===== src/rtl/vc_fifo_pop_mux.sv =====
`default_nettype none
// ============================================================================
//  Module   : vc_fifo_pop_mux
//  Purpose  : Pop/forward stage between NUM_CH virtual-channel FIFOs and the
//             principal FIFO. Qualifies the arbiter's one-hot grant against
//             empty flags and principal-FIFO backpressure, pops the granted
//             VC FIFO, and pushes the word two cycles later with its source
//             channel tag.
//  Ports    : clock, reset        - clock (posedge), synchronous active-high reset
//             pop_req, grand      - move request and one-hot arbiter grant
//             empty, data_in      - per-VC empty flags and read data
//             almost_full         - principal FIFO has <=2 free slots
//             pop                 - one-hot pop strobe to the VC FIFOs
//             push, data_out      - push strobe and word to the principal FIFO
//             src_id              - channel index of data_out
//             busy                - a word is in flight
//             err_grand           - sticky: request seen with non-one-hot grant
//             cnt_sel, cnt_out    - per-channel pop counter readout
//                                   (present only with VC_POP_CNT_EN)
//  Options  : define VC_POP_CNT_EN to add saturating per-channel pop counters
//  Revision : 1.0 - initial release
// ============================================================================
module vc_fifo_pop_mux #(
    parameter int NUM_CH = 4,
    parameter int DATA_W = 4
`ifdef VC_POP_CNT_EN
    ,
    parameter int CNT_W  = 16
`endif
) (
    input  logic                      clock,
    input  logic                      reset,
    input  logic                      pop_req,
    input  logic [NUM_CH-1:0]         grand,
    input  logic [NUM_CH-1:0]         empty,
    input  logic [NUM_CH*DATA_W-1:0]  data_in,
    input  logic                      almost_full,
    output logic [NUM_CH-1:0]         pop,
    output logic                      push,
    output logic [DATA_W-1:0]         data_out,
    output logic [$clog2(NUM_CH)-1:0] src_id,
    output logic                      busy,
    output logic                      err_grand
`ifdef VC_POP_CNT_EN
    ,
    input  logic [$clog2(NUM_CH)-1:0] cnt_sel,
    output logic [CNT_W-1:0]          cnt_out
`endif
);

    localparam int IDX_W = $clog2(NUM_CH);

    logic              w_onehot;
    logic              w_go;
    logic [IDX_W-1:0]  w_idx;
    logic [DATA_W-1:0] w_sel_data;

    logic              r_s1_valid;
    logic [IDX_W-1:0]  r_s1_idx;
    logic              r_s2_valid;
    logic [DATA_W-1:0] r_data;
    logic [IDX_W-1:0]  r_src;
    logic              r_err;

    // Exactly one bit set: non-zero and clearing the lowest set bit leaves zero.
    assign w_onehot = (grand != '0) && ((grand & (grand - NUM_CH'(1))) == '0);

    // reset is included so pop is forced low combinationally during reset.
    assign w_go = pop_req & w_onehot & ~|(grand & empty) & ~almost_full & ~reset;

    assign pop = w_go ? grand : '0;

    // Grant to index encoder; only meaningful when the grant is one-hot.
    always_comb begin
        w_idx = '0;
        for (int i = 0; i < NUM_CH; i++) begin
            if (grand[i]) begin
                w_idx = IDX_W'(i);
            end
        end
    end

    // VC FIFO read data appears the cycle after the pop, so select it with
    // the registered stage-1 index.
    always_comb begin
        w_sel_data = '0;
        for (int i = 0; i < NUM_CH; i++) begin
            if (r_s1_idx == IDX_W'(i)) begin
                w_sel_data = data_in[i*DATA_W +: DATA_W];
            end
        end
    end

    always_ff @(posedge clock) begin
        if (reset) begin
            r_s1_valid <= 1'b0;
            r_s1_idx   <= '0;
            r_s2_valid <= 1'b0;
            r_data     <= '0;
            r_src      <= '0;
            r_err      <= 1'b0;
        end else begin
            r_s1_valid <= w_go;
            if (w_go) begin
                r_s1_idx <= w_idx;
            end
            r_s2_valid <= r_s1_valid;
            if (r_s1_valid) begin
                r_data <= w_sel_data;
                r_src  <= r_s1_idx;
            end
            // Sticky regardless of backpressure in the same cycle.
            if (pop_req && !w_onehot) begin
                r_err <= 1'b1;
            end
        end
    end

    assign push      = r_s2_valid;
    assign data_out  = r_data;
    assign src_id    = r_src;
    assign busy      = r_s1_valid | r_s2_valid;
    assign err_grand = r_err;

`ifdef VC_POP_CNT_EN
    logic [CNT_W-1:0] r_cnt [NUM_CH];
    logic [CNT_W-1:0] w_cnt_sel;
    logic [CNT_W-1:0] r_cnt_out;

    genvar g;
    generate
        for (g = 0; g < NUM_CH; g++) begin : g_cnt
            always_ff @(posedge clock) begin
                if (reset) begin
                    r_cnt[g] <= '0;
                end else if (pop[g] && (r_cnt[g] != '1)) begin
                    r_cnt[g] <= r_cnt[g] + CNT_W'(1);
                end
            end
        end
    endgenerate

    always_comb begin
        w_cnt_sel = '0;
        for (int i = 0; i < NUM_CH; i++) begin
            if (cnt_sel == IDX_W'(i)) begin
                w_cnt_sel = r_cnt[i];
            end
        end
    end

    always_ff @(posedge clock) begin
        if (reset) begin
            r_cnt_out <= '0;
        end else begin
            r_cnt_out <= w_cnt_sel;
        end
    end

    assign cnt_out = r_cnt_out;
`endif

endmodule
`default_nettype wire


===== config.mk =====
export PLATFORM = sky130hd
export DESIGN_NAME = vc_fifo_pop_mux
export DESIGN_NICKNAME = d
export VERILOG_FILES = /design/src/rtl/vc_fifo_pop_mux.sv
export SDC_FILE = /design/constraint.sdc
export NUM_CORES = 1
export LEC_CHECK = 0
export ABC_AREA = 1
export BUFFER_PORTS_ARGS = -buffer_cell sky130_fd_sc_hd__buf_4
export CAP_MARGIN = 20
export CORE_MARGIN = 3
export CORE_UTILIZATION = 36
export DETAILED_ROUTE_END_ITERATION = 10
export PLACE_DENSITY = 0.73
export SYNTH_ARGS = -nofsm -noshare
export SYNTH_HDL_FRONTEND = slang
export SYNTH_SLANG_ARGS = --single-unit

===== constraint.sdc =====
create_clock -name clock -period 0.96 [get_ports clock]
set_input_delay 0.192 -clock clock [delete_from_list [all_inputs] [get_ports clock]]
set_output_delay 0.192 -clock clock [all_outputs]
set_load 0.02 [all_outputs]

==> impl_metrics.tcl <==
set metrics [dict create \
    status "finished, violations left" \
    violations "setup timing" \
    drc 0 \
    hold_viol 0 \
    holdCritStartpoint "reset" \
    grt.total_usage 0.266 \
    synth.area.top_cells "dfxtp_1, nand2_1, nor2_1" \
    initial_core_util 0.398 \
    r2r_end "data_out[0]" \
    cap_violations 0 \
    synth_simple_gate_area_frac 0.379 \
    required_ns 0.77 \
    yosys.cell_count.top_type "nand2_1" \
    layout.nets 197 \
    ys_top_cells_by_count "nand2_1, nor2_1, dfxtp_1" \
    rsz0062_at_grt "yes" \
    critPathLaunchType "input pin" \
    relSlewSlack 0.764 \
    power-per-cell-area_mw_per_mm2 849 \
    grt_pass1_wl_microns 4060 \
    syn_area_per_cell_sq_um 6.09 \
    post-route-period-util 1.37 \
    end_kind "primary output" \
    ir_drop_mv 0.548 \
    grt_pass1_vias 899 \
    cts_made_buffers 3 \
    synth_xor_area_frac 0 \
    syn_to_final_growth_pct 124 \
    crit_fanout 5 \
    power_mw 1.19 \
    synth_top_cell_by_area "dfxtp_1" \
    grt_max_degree 13 \
    dp.final_hpwl_microns 1580 \
    num_rows 14 \
    ys.flop_type "dfxtp_1" \
    setup_viol 11 \
    drv_slew 0 \
    ys_seq_area_frac 0.351 \
    first_pass_iters 4 \
    utilization 0.889 \
    cts-root-buf "clkbuf_4" \
    fill_cells 75 \
    tightest_slew_ns 0.350 \
    ys_ff_latch 11 \
    synth.distinct_cells 16 \
    grt-ovfl-total 0 \
    port_buffers 40 \
    cts_tree "done" \
    finClkSkew_ns 0.00156 \
    leakage_nw 0.696 \
    hold_buffers 0 \
    synth_edf_count 0 \
    rrSetupSlack_ns -0.11 \
    period_minus_slack_ns 1.31 \
    cts_num_sinks 11 \
    cpPeakStageDelay_ns 0.14 \
    core-area_sq_mm 0.00158 \
    netlist_area_sq_um 627 \
    die_y_microns 47.7 \
    worstPathCellList "buf_12 > nor2_4 > nor2_1 > inv_1 > nand2_2 > nor2_4 > inv_4 > nor2_4 > buf_6" \
    die_area_sq_mm 0.00228 \
    crit_slowest_cell "nor2_4" \
    antenna_found_initial 0 \
    cp_num_buf_inv 4 \
    htree_levels 1 \
    crit_path_frequent_cell "nor2_4" \
    post_drt_wl_per_cell_microns 16.1 \
    place_congestion 0.787 \
    drt_iter0_markers 17 \
    synthAdderAreaFrac 0 \
    worstSkewPairLatency_ns 0.28 \
    ant_nets 0 \
    synth_warnings 0 \
    async_reset_ff_frac 0 \
    ios 41 \
    synthCells 103 \
    min_to "r_s1_idx[0]" \
    synth_compound_gate_area_share 0.172 \
    fin_cells 184 \
    setup_ws_ns -0.352 \
    die_x_microns 47.7 \
    crit_arrival_ns 1.12 \
    path_class "in -> out" \
    r2r_cells 5 \
    synth_top_family_by_area "simple AND/OR/NAND/NOR gates" \
    hold_depth 3 \
    diodes 0 \
    drive_above_1_share 0.708 \
    placedCellCount 172 \
    yosysTopAreaCellShare 0.351 \
    r2r-start "r_s1_idx[0]" \
    clk_path_buf_depth 2 \
    path_delay_family "simple AND/OR/NAND/NOR gates" \
    vias 980 \
    timing.fmax_mhz 762 \
    hold_path_class "in -> reg" \
    syn_nets 131 \
    synthMuxAreaShare 0 \
    path_clk_slew_ns 0.07 \
    totalWireLength_microns 2960 \
    via_per_inst 5.33 \
]
area by class of cell:
class	instances	area, sq um	share of cell area
inverter	14	82.6	0.0589
tap	16	20.0	0.0143
timing repair buffer	63	551	0.393
sequential	11	236	0.169
clock buffer	4	26.3	0.0188
multi-input combinational	76	485	0.346
worst max path at each step:
stage	from	slack, ns	depth (start not counted)	end
finish	grand[2]	-0.35	9	pop[2]
global route	grand[3]	-0.38	10	pop[2]
CTS	grand[0]	-0.27	9	pop[2]
detailed placement	grand[3]	-0.31	9	pop[0]
global placement	grand[0]	-0.29	9	pop[1]
floorplan	grand[0]	-0.07	8	pop[0]
per-stage QoR:
stage	instance area, sq um	hold slack (ns)	setup TNS [ns]	worst slack [ns]
floorplan	721	0.261	-0.248	-0.0736
global placement	1140	0.443	-1.66	-0.290
detailed placement	1140	0.456	-1.78	-0.308
CTS	1340	0.156	-1.44	-0.274
global route	1400	0.175	-2.36	-0.384
finish	1400	0.181	-1.91	-0.352
registers in the layout, indices dropped and copies added (netlist names):
name / count
err_grand: 1
data_out: 4
src_id: 2
r_s1_valid: 1
push: 1
r_s1_idx: 2
worst min-delay path, cell delays in order:
cell and delay, ns:
buf_4 0.09, buf_4 0.12, a21oi_2 0.03
repair_timing:
item,4_1_cts,5_1_grt
buffers inserted,11,3
gates resized for setup,29,29
endpoints found under the setup margin,9,16
pin swaps,18,19
cells in the final DEF, fill, tap and decap left out, drive strengths merged:
cell type	netlist	layout
a31oi	2	2
buf	1	63
a21oi	7	7
nand2	28	28
nand3	7	7
clkbuf	1	4
nor2	19	19
inv	14	14
or2	1	1
o21ai	12	12
dfxtp	11	11
power by group:
group	switching [mW]	leakage, nW	internal (mW)
sequential	0.00602	0.0939	0.461
combinational	0.182	0.587	0.199
clock	0.179	0.0150	0.162
cells by family (layout without fill, tap and decap cells):
logic type             after synthesis  in the layout
buffers and inverters               16             81
AND/OR/NAND/NOR                     55             55
flip-flops                          11             11
AO/OA/AOI/OAI                       21             21
per-layer routing:
metal | GRT usage | share of wire | up-vias
met5 | 0 | 0 | -
met4 | 0.151 | 0.052 | 0
met3 | 0.0602 | 0.056 | 22
met2 | 0.467 | 0.52 | 50
met1 | 0.291 | 0.38 | 451
li1 | - | - | 457
(Power assumes the default switching activity.)
